### src/rtl/rv_pkg.sv
// Shared register-file types and constants for the writeback path.
package rv_pkg;
    localparam int DATA_W = 32;
    localparam int ADDR_W = 5;
    localparam logic [ADDR_W-1:0] REG_ZERO = 5'd0;

    typedef struct packed {
        logic [ADDR_W-1:0] rd;
        logic [DATA_W-1:0] data;
    } wb_entry_t;
endpackage

### src/rtl/regfile_writeback_if.sv
// Producer handshakes, register-file write port and forwarding query for the writeback block.
interface regfile_writeback_if
    import rv_pkg::*;
#(
    parameter int DATA_W = rv_pkg::DATA_W,
    parameter int ADDR_W = rv_pkg::ADDR_W,
    parameter int DEPTH  = 4
);
    localparam int CNT_W = $clog2(DEPTH + 1);

    logic              alu_valid;
    logic [ADDR_W-1:0] alu_rd;
    logic [DATA_W-1:0] alu_data;
    logic              alu_ready;
    logic              mem_valid;
    logic [ADDR_W-1:0] mem_rd;
    logic [DATA_W-1:0] mem_data;
    logic              mem_ready;
    logic              write_enable;
    logic [ADDR_W-1:0] rd;
    logic [DATA_W-1:0] write_data;
    logic [ADDR_W-1:0] rs1;
    logic [ADDR_W-1:0] rs2;
    logic              fwd_A_valid;
    logic [DATA_W-1:0] fwd_A_data;
    logic              fwd_B_valid;
    logic [DATA_W-1:0] fwd_B_data;
    logic [CNT_W-1:0]  pending;

    modport master (
        output alu_valid, alu_rd, alu_data, input alu_ready,
        output mem_valid, mem_rd, mem_data, input mem_ready,
        input  write_enable, rd, write_data,
        output rs1, rs2,
        input  fwd_A_valid, fwd_A_data, fwd_B_valid, fwd_B_data, pending
    );

    modport slave (
        input  alu_valid, alu_rd, alu_data, output alu_ready,
        input  mem_valid, mem_rd, mem_data, output mem_ready,
        output write_enable, rd, write_data,
        input  rs1, rs2,
        output fwd_A_valid, fwd_A_data, fwd_B_valid, fwd_B_data, pending
    );
endinterface

### src/rtl/regfile_writeback_fifo.sv
// In-order writeback queue: up to two pushes and one pop per cycle, with every slot
// exposed so the top level can run the youngest-match forwarding search.
module wb_fifo #(
    parameter int DATA_W = 32,
    parameter int ADDR_W = 5,
    parameter int DEPTH  = 4
) (
    input  logic                         clk,
    input  logic                         reset,
    input  logic                         push0,
    input  logic [ADDR_W-1:0]            push0_rd,
    input  logic [DATA_W-1:0]            push0_data,
    input  logic                         push1,
    input  logic [ADDR_W-1:0]            push1_rd,
    input  logic [DATA_W-1:0]            push1_data,
    input  logic                         pop,
    output logic [ADDR_W-1:0]            head_rd,
    output logic [DATA_W-1:0]            head_data,
    output logic [$clog2(DEPTH)-1:0]     head_ptr,
    output logic [$clog2(DEPTH+1)-1:0]   count,
    output logic [DEPTH-1:0]             ent_valid,
    output logic [ADDR_W-1:0]            ent_rd   [DEPTH],
    output logic [DATA_W-1:0]            ent_data [DEPTH]
);
    localparam int PW = $clog2(DEPTH);
    localparam int CW = $clog2(DEPTH + 1);

    logic [ADDR_W-1:0] rd_mem_q   [DEPTH];
    logic [ADDR_W-1:0] rd_mem_d   [DEPTH];
    logic [DATA_W-1:0] data_mem_q [DEPTH];
    logic [DATA_W-1:0] data_mem_d [DEPTH];
    logic [PW-1:0]     head_q, head_d, tail_q, tail_d, tail1;
    logic [CW-1:0]     count_q, count_d;
    logic [PW-1:0]     offset;

    always_comb begin
        rd_mem_d   = rd_mem_q;
        data_mem_d = data_mem_q;
        // The second push lands behind the first, or at the tail if only push1 fires.
        tail1 = tail_q + PW'(push0);
        if (push0) begin
            rd_mem_d[tail_q]   = push0_rd;
            data_mem_d[tail_q] = push0_data;
        end
        if (push1) begin
            rd_mem_d[tail1]   = push1_rd;
            data_mem_d[tail1] = push1_data;
        end
        tail_d  = tail1 + PW'(push1);
        head_d  = head_q + PW'(pop);
        count_d = count_q + CW'(push0) + CW'(push1) - CW'(pop);
    end

    always_ff @(posedge clk) begin
        if (reset) begin
            head_q  <= '0;
            tail_q  <= '0;
            count_q <= '0;
        end else begin
            head_q  <= head_d;
            tail_q  <= tail_d;
            count_q <= count_d;
        end
    end

    always_ff @(posedge clk) begin
        rd_mem_q   <= rd_mem_d;
        data_mem_q <= data_mem_d;
    end

    always_comb begin
        ent_valid = '0;
        offset    = '0;
        for (int i = 0; i < DEPTH; i++) begin
            offset       = PW'(i) - head_q;
            ent_valid[i] = CW'(offset) < count_q;
        end
    end

    assign ent_rd    = rd_mem_q;
    assign ent_data  = data_mem_q;
    assign head_rd   = rd_mem_q[head_q];
    assign head_data = data_mem_q[head_q];
    assign head_ptr  = head_q;
    assign count     = count_q;
endmodule

### src/rtl/regfile_writeback.sv
// Writeback sequencer: arbitrates ALU/load results into the queue, drops x0 writes,
// retires one write per cycle and forwards pending values to decode.
module regfile_writeback
    import rv_pkg::*;
#(
    parameter int DATA_W = rv_pkg::DATA_W,
    parameter int ADDR_W = rv_pkg::ADDR_W,
    parameter int DEPTH  = 4
) (
    input  logic                clk,
    input  logic                reset,
    regfile_writeback_if.slave  bus
);
    localparam int PW = $clog2(DEPTH);
    localparam int CW = $clog2(DEPTH + 1);
    localparam int FW = CW + 1;

    logic [CW-1:0]     count;
    logic [PW-1:0]     head_ptr;
    logic [DEPTH-1:0]  ent_valid;
    logic [ADDR_W-1:0] ent_rd   [DEPTH];
    logic [DATA_W-1:0] ent_data [DEPTH];
    logic [ADDR_W-1:0] head_rd;
    logic [DATA_W-1:0] head_data;
    logic              not_empty, we;
    logic              alu_rdy, mem_rdy, alu_push, mem_push;
    logic [FW-1:0]     free, mem_need;
    logic [PW-1:0]     idx;
    logic              fwd_a_v, fwd_b_v;
    logic [DATA_W-1:0] fwd_a_d, fwd_b_d;

    // The head always pops this cycle, so its slot is credited as free.
    always_comb begin
        not_empty = count != '0;
        free      = FW'(DEPTH) - FW'(count) + FW'(not_empty);
        mem_need  = FW'(1) + FW'(bus.alu_valid && bus.alu_rd != REG_ZERO);
        alu_rdy   = !reset && (free >= FW'(1));
        mem_rdy   = !reset && (free >= mem_need);
        alu_push  = bus.alu_valid && alu_rdy && bus.alu_rd != REG_ZERO;
        mem_push  = bus.mem_valid && mem_rdy && bus.mem_rd != REG_ZERO;
        we        = not_empty && !reset;
    end

    wb_fifo #(
        .DATA_W (DATA_W),
        .ADDR_W (ADDR_W),
        .DEPTH  (DEPTH)
    ) u_fifo (
        .clk        (clk),
        .reset      (reset),
        .push0      (alu_push),
        .push0_rd   (bus.alu_rd),
        .push0_data (bus.alu_data),
        .push1      (mem_push),
        .push1_rd   (bus.mem_rd),
        .push1_data (bus.mem_data),
        .pop        (not_empty),
        .head_rd    (head_rd),
        .head_data  (head_data),
        .head_ptr   (head_ptr),
        .count      (count),
        .ent_valid  (ent_valid),
        .ent_rd     (ent_rd),
        .ent_data   (ent_data)
    );

    // Walk oldest to youngest so the last match left standing is the youngest.
    always_comb begin
        fwd_a_v = 1'b0;
        fwd_a_d = '0;
        fwd_b_v = 1'b0;
        fwd_b_d = '0;
        idx     = head_ptr;
        for (int k = 0; k < DEPTH; k++) begin
            idx = head_ptr + PW'(k);
            if (ent_valid[idx] && !reset) begin
                if (bus.rs1 != REG_ZERO && ent_rd[idx] == bus.rs1) begin
                    fwd_a_v = 1'b1;
                    fwd_a_d = ent_data[idx];
                end
                if (bus.rs2 != REG_ZERO && ent_rd[idx] == bus.rs2) begin
                    fwd_b_v = 1'b1;
                    fwd_b_d = ent_data[idx];
                end
            end
        end
    end

    assign bus.alu_ready    = alu_rdy;
    assign bus.mem_ready    = mem_rdy;
    assign bus.write_enable = we;
    assign bus.rd           = we ? head_rd : '0;
    assign bus.write_data   = we ? head_data : '0;
    assign bus.fwd_A_valid  = fwd_a_v;
    assign bus.fwd_A_data   = fwd_a_d;
    assign bus.fwd_B_valid  = fwd_b_v;
    assign bus.fwd_B_data   = fwd_b_d;
    assign bus.pending      = reset ? '0 : count;
endmodule

### src/flat_wrapper.sv
// flat-port wrapper written by rule: the top's interface ports become plain ports
module regfile_writeback_flat import rv_pkg::*;
#(
    parameter int DATA_W = rv_pkg::DATA_W,
    parameter int ADDR_W = rv_pkg::ADDR_W,
    parameter int DEPTH  = 4
)
  (clk, reset, bus_alu_valid, bus_alu_rd, bus_alu_data, bus_alu_ready, bus_mem_valid, bus_mem_rd, bus_mem_data, bus_mem_ready, bus_write_enable, bus_rd, bus_write_data, bus_rs1, bus_rs2, bus_fwd_A_valid, bus_fwd_A_data, bus_fwd_B_valid, bus_fwd_B_data, bus_pending);
  regfile_writeback_if #(.DATA_W(DATA_W), .ADDR_W(ADDR_W), .DEPTH(DEPTH)) bus_i ();
  input  logic clk;
  input  logic reset;
  input wire logic [$bits(bus_i.alu_valid)-1:0] bus_alu_valid;
  input wire logic [$bits(bus_i.alu_rd)-1:0] bus_alu_rd;
  input wire logic [$bits(bus_i.alu_data)-1:0] bus_alu_data;
  output wire logic [$bits(bus_i.alu_ready)-1:0] bus_alu_ready;
  input wire logic [$bits(bus_i.mem_valid)-1:0] bus_mem_valid;
  input wire logic [$bits(bus_i.mem_rd)-1:0] bus_mem_rd;
  input wire logic [$bits(bus_i.mem_data)-1:0] bus_mem_data;
  output wire logic [$bits(bus_i.mem_ready)-1:0] bus_mem_ready;
  output wire logic [$bits(bus_i.write_enable)-1:0] bus_write_enable;
  output wire logic [$bits(bus_i.rd)-1:0] bus_rd;
  output wire logic [$bits(bus_i.write_data)-1:0] bus_write_data;
  input wire logic [$bits(bus_i.rs1)-1:0] bus_rs1;
  input wire logic [$bits(bus_i.rs2)-1:0] bus_rs2;
  output wire logic [$bits(bus_i.fwd_A_valid)-1:0] bus_fwd_A_valid;
  output wire logic [$bits(bus_i.fwd_A_data)-1:0] bus_fwd_A_data;
  output wire logic [$bits(bus_i.fwd_B_valid)-1:0] bus_fwd_B_valid;
  output wire logic [$bits(bus_i.fwd_B_data)-1:0] bus_fwd_B_data;
  output wire logic [$bits(bus_i.pending)-1:0] bus_pending;
  assign bus_i.alu_valid = bus_alu_valid;
  assign bus_i.alu_rd = bus_alu_rd;
  assign bus_i.alu_data = bus_alu_data;
  assign bus_alu_ready = bus_i.alu_ready;
  assign bus_i.mem_valid = bus_mem_valid;
  assign bus_i.mem_rd = bus_mem_rd;
  assign bus_i.mem_data = bus_mem_data;
  assign bus_mem_ready = bus_i.mem_ready;
  assign bus_write_enable = bus_i.write_enable;
  assign bus_rd = bus_i.rd;
  assign bus_write_data = bus_i.write_data;
  assign bus_i.rs1 = bus_rs1;
  assign bus_i.rs2 = bus_rs2;
  assign bus_fwd_A_valid = bus_i.fwd_A_valid;
  assign bus_fwd_A_data = bus_i.fwd_A_data;
  assign bus_fwd_B_valid = bus_i.fwd_B_valid;
  assign bus_fwd_B_data = bus_i.fwd_B_data;
  assign bus_pending = bus_i.pending;
  regfile_writeback #(.DATA_W(DATA_W), .ADDR_W(ADDR_W), .DEPTH(DEPTH)) u_core (.clk(clk), .reset(reset), .bus(bus_i));
endmodule
### config.mk
export PLATFORM = sky130hd
export DESIGN_NAME = regfile_writeback_flat
export DESIGN_NICKNAME = d
export VERILOG_FILES = /design/src/rtl/rv_pkg.sv /design/src/rtl/regfile_writeback_if.sv /design/src/rtl/regfile_writeback_fifo.sv /design/src/rtl/regfile_writeback.sv /design/src/flat_wrapper.sv
export SDC_FILE = /design/constraint.sdc
export NUM_CORES = 1
export LEC_CHECK = 0
export BUFFER_PORTS_ARGS = -buffer_cell sky130_fd_sc_hd__buf_2
export CORE_UTILIZATION = 30
export CTS_CLUSTER_SIZE = 40
export DETAILED_ROUTE_END_ITERATION = 7
export PLACE_DENSITY = 0.45
export SETUP_SLACK_MARGIN = 0.3
export SLEW_MARGIN = 20
export SYNTH_ARGS = -nofsm -noshare
export SYNTH_HDL_FRONTEND = slang
export SYNTH_SLANG_ARGS = --single-unit
### constraint.sdc
create_clock -name clk -period 7.4 [get_ports clk]
set_clock_uncertainty 0.1 [all_clocks]
set_input_delay 1.48 -clock clk [delete_from_list [all_inputs] [get_ports clk]]
set_output_delay 1.48 -clock clk [all_outputs]
set_load 0.02 [all_outputs]
; Word level (Yosys, flattened, before mapping)
; Index checks and enable logic that the tools add are counted.
[totals]
wordCells = 170
inputBits = 88
register_bits = 155
[classes]
eq_ne = 8
magnitude_cmp = 18
bitwise_logic = 6
n_reduce_logical = 28
n_addsub = 16
muxes = 83
[op_table]
columns = op, count
row1 = 32-bit two-way mux, 27
row2 = 32-bit binary-select mux with 2-bit select, 4
row3 = 128-bit bitwise mux, 2
row4 = 128-bit two-way mux, 2
row5 = 32-bit demux with 2-bit select, 2
row6 = 5-bit two-way mux, 11
row7 = 5-bit binary-select mux with 2-bit select, 4
row8 = 20-bit bitwise mux, 2
row9 = 5-bit == test, 8
row10 = 20-bit two-way mux, 2
row11 = 1-bit logical AND, 22
row12 = 5-bit demux with 2-bit select, 2
row13 = 1-bit two-way mux, 20
row14 = 5-bit nonzero test, 4
row15 = "3-bit >= comparator, second input constant", 6
row16 = 2-bit NOT with 3-bit output, 6
row17 = 2-bit by 3-bit < comparator with 1-bit output, 4
row18 = "2-bit by 3-bit < comparator with 1-bit output, second input constant", 4
row19 = 1-bit binary-select mux with 2-bit select, 4
row20 = 2-bit by 1-bit adder with 2-bit output, 3
row21 = 3-bit by 1-bit adder with 3-bit output, 2
row22 = "3-bit by 1-bit < comparator with 1-bit output, second input constant", 2
row23 = "2-bit adder, second input constant", 2
row24 = 4-bit by 1-bit adder with 4-bit output, 1
row25 = 11 further kinds, 13

; Longest topological paths before layout
[depth]
depth_word = 14
depth_mapped = 19
ltp_nobuf = 14

; Modules after synthesis
; From an unflattened synthesis, not the netlist that was laid out.
[unflattened]
hier_cells = 1851
hier_area_um2 = 14143.6
[by_module_without_submodules]
columns = mod, area_per_inst_um2, seq_area_each_um2, n_inst, cells_each
row1 = wb_fifo, 7548.5, 3103.0, 1, 924
row2 = regfile_writeback, 6595.1, 0.0, 1, 927

; Worst setup path before layout
; Ideal clock, no wire load.
[synth_timing]
path_type = register to output
from = reg u_core.u_fifo.head_q[1], in the netlist u_core.u_fifo.head_ptr[1]
to = out bus_fwd_A_data[11]
t_arrival_ns = 4.338
slack_ns = 1.482
path_stages_with_launch = 19
cell_sequence = dfxtp_1 -> buf_6 -> buf_6 -> buf_2 -> buf_4 -> buf_2 -> clkbuf_1 -> buf_1 -> xnor2_1 -> inv_1 -> ha_1 -> nor2_1 -> o22ai_1 -> a221o_1 -> or4_1 -> buf_6 -> buf_6 -> mux2i_1 -> a211oi_1
[synth_between]
elab_chain_len = 14
elab_cells_between_ends = 67
cone_classes = 7 x add/sub / 4 x order compare / 4 x eq/ne / 40 x mux / 4 x bitwise / 8 x reduce/logical
[synth_lines]
columns = item, line_no
row1 = from (decl), regfile_writeback_fifo.sv:32  ; logic [PW-1:0] head_q, head_d, tail_q, tail_d, tail1;
row2 = from (signal assigned), regfile_writeback_fifo.sv:56  ; head_q <= '0;
row3 = from (signal assigned), regfile_writeback_fifo.sv:60  ; head_q <= head_d;
row4 = branches (longest 13 deep; another with 2-bit by 3-bit < comparator with 1-bit output), --
row5 = 32-bit two-way mux *, regfile_writeback.sv:76  ; if (ent_valid[idx] && !reset) begin
row6 = to (decl), flat_wrapper.sv:26  ; output wire logic [$bits(bus_i.fwd_A_data)-1:0] bus_fwd_A_data;
; Every way passes the cells marked *. The select of a mux whose other input is x is not followed.

; Worst setup path in the final report
[layout_timing]
from = reg u_core.u_fifo.head_q[1], in the netlist u_core.u_fifo.head_ptr[1]
to = out bus_fwd_A_data[14]
; Same word-level chain as after synthesis.

==> run summary <==
Global placement routability congestion = 0.880
Ys flop type = dfxtp_1
Inserted Diodes = 0
Power density over the cells = 486 mW/mm2
DP Wirelength = 35,200 um
Routed WL per cell = 22.3 um
Critical R2R Launch = u_core.u_fifo.count[0]
Die Height = 218 um
Seq/Total Area, Yosys = 22.1%
CP Class = reg -> out
CTS tree = yes
Commonest non-fill, non-tap cell in the layout = mux2i_1
Share of cells above drive strength 1 = 24.3%
Chip width = 218 um
Most frequent cells in the layout = mux2i_1 (310), nor2_1 (278), a21oi_1 (210)
DR iter-0 viols = 1,029
Crit path time final = 6.70 ns
Leakage = 7.30 nW
Startpoint Class = flip-flop
FFs w/ async S/R, synth = 0%
Root buffer cell = clkbuf_16
Post-synth EDFFs = 0
Clk_lat worst skew = 0.46 ns
Drt drc = 0
CTS Buf Count = 17
Initial Util = 30.7%
TNS Setup = 0 ns
First-pass GRT wire length = 79,600 um
CTS Buffer Depth = 2
DRT Pass-1 Iters = 5
Max rail drop VDD = 0.000185 V
Crit Path Max Fanout = 59
Reg clk slew, reported paths = 0.07 ns
Mapped Area = 0.0141 mm2
Final slew viol count = 0
Port bufs = 196
Vias per Instance = 5.53
Overall global routing resource usage = 22.1%
Buf+Inv Stages, Crit Path = 3
Vias in the first global route = 12.7k
Final hold violation count = 0
Post-synth cell types = 63
CP max stage delay = 1.14 ns
Initial antenna violation count = 2
CTS sink cnt = 155
H-tree depth = 4
CP delay by family, top = simple AND/OR/NAND/NOR gates
Vias = 13.3k
WL final = 53,600 um
Grt ovf = 0
Yosys reg bits = 155
Die Area = 0.0477 mm2
Syn_nets = 1,821
Io pins = 197
CP endpoint kind = output pin
Syn_area_per_cell = 8.18 um2
Layout net count = 1,889
Util after Layout = 34.7%
Setup bufs post-CTS = 0
Final setup vio count = 0
Data required, critical path = 5.82 ns
Crit path launch = u_core.u_fifo.head_ptr[1]
Final ANT Viol Nets = 0
Data arrival, critical path = 5.12 ns
Status = finished, final reports clean
Std-Cell Rows = 78
PostCTS Resize Cnt = 0
RSZ-0062 raised after global routing = false
Slowest cell on crit path = or4_2
Fmax = 0.149 GHz
Period utilization = 90.6%
Area Overhead vs Synth = 12.9%
Syn Inst Count = 1,718
Total core area = 0.0458 mm2
Worst-path cell chain = inv_4 > ha_1 > nor2b_1 > a21oi_1 > a221o_1 > or4_2 > buf_4 > mux2i_1 > a211oi_1 > buf_2
Slew headroom = 20.6%
Hold_buf cts = 0
Max cap viols = 0
Largest net degree at the start of global routing = 75
Yosys warning count = 0
Worst min path class = reg -> reg
Tightest Pin Transition = 1.19 ns
Hold path startpoint = u_core.u_fifo.ent_data[65]
==> registers in the layout, summed over array words and instances (netlist names) <==
name	flops
u_core.u_fifo.ent_rd	20
u_core.u_fifo.count	3
u_core.u_fifo.tail_q	2
u_core.u_fifo.head_ptr	2
u_core.u_fifo.ent_data	128
==> where the power goes <==
group	switching, W	leakage (nW)	internal [W]	total (W)
registers	0.000479	1.31	0.00129	0.00177
logic	0.00309	5.69	0.00189	0.00499
clock network	0.000406	0.303	0.000553	0.000958
total	0.00398	7.30	0.00374	0.00772
==> synthesized netlist by cell type, types with 6 or more instances <==
library cell,number,area share (%)
nor2_1,278,7.4
a21oi_1,211,7.5
nand3_1,6,0.21
clkbuf_1,84,2.2
mux2i_1,312,22
o21ai_1,31,1.1
nor4b_1,7,0.44
buf_4,12,0.64
nor4_1,43,1.9
a211oi_1,24,1.3
nor4_2,56,5.0
nand2_1,98,2.6
nor3_1,30,1.1
xor2_1,14,0.87
mux4_2,26,4.2
mux2_2,61,4.9
buf_1,13,0.35
buf_6,17,1.4
inv_1,15,0.40
a211oi_2,9,0.80
o21a_1,6,0.32
and2_1,8,0.36
o21ai_0,60,2.1
xnor2_1,23,1.4
ha_1,13,1.2
buf_2,42,1.5
nor2b_1,8,0.36
dfxtp_1,155,22
==> metal layers <==
layer | vias to the layer above | wire length [um] | track usage [%]
met3 | 72 | 2990 | 4.23
li1 | 6370 | - | -
met4 | 0 | 1260 | 6.81
met1 | 6395 | 23900 | 28.8
met5 | - | 0 | 0
met2 | 422 | 25400 | 36.6
==> path summary, 6_finish.rpt <==
path / end / slack (ns) / depth (start not counted)
worst max-delay path: bus_fwd_A_data[14] / 0.70 / 10
worst min-delay path: u_core.u_fifo.ent_data[65] / 0.45 / 2
worst max register to register: u_core.u_fifo.ent_data[126] / 3.01 / 13
worst min register to register: u_core.u_fifo.ent_data[65] / 0.45 / 2
==> worst reg2reg max path, stage by stage (launching register included) <==
cell and delay (ns):
dfxtp_1 0.43, nor3_1 0.31, ha_1 0.22, inv_1 0.04, ha_1 0.17, or2_2 0.29, nand2_1 0.10, a311oi_1 0.10
buf_4 0.19, ha_1 0.38, nor4_1 0.77, nand2_4 0.73, nor2_1 0.31, a21oi_1 0.07
==> layout make-up <==
class                      count  area (um2)
fill                        4843       29900
multi-input combinational   1376       10100
sequential                   155        3110
timing repair buffer         220        1200
tap                          600         751
clock buffer                  20         457
clock inverter                12         163
inverter                      16        62.6
==> through the flow <==
stage / cell area [um2] / setup slack (ns) / cells / hold WS, ns / power (W)
4_1_cts: 15800 / 0.532 / 2397 / 0.455 / 0.00771
2_1_floorplan: 14100 / 1.48 / 1718 / 0.422 / 0.00541
6_report: 15900 / 0.696 / 2399 / 0.454 / 0.00772
5_1_grt: 15900 / 0.533 / 2399 / 0.484 / 0.00828
3_5_place_dp: 15200 / 1.05 / 2365 / 0.448 / 0.00671
3_3_place_gp: 15200 / 1.14 / 2365 / 0.441 / 0.00665
==> cell families after synthesis <==
group	count (synthesis)	synth area share, %
compound gates	365	14.7
xor+xnor	40	2.65
buf+inv	187	6.80
fa+ha+maj	15	1.44
mux	401	31.6
simple gates	555	20.7
flops	155	22.1
No activity file was read; power rests on OpenSTA's default activity.
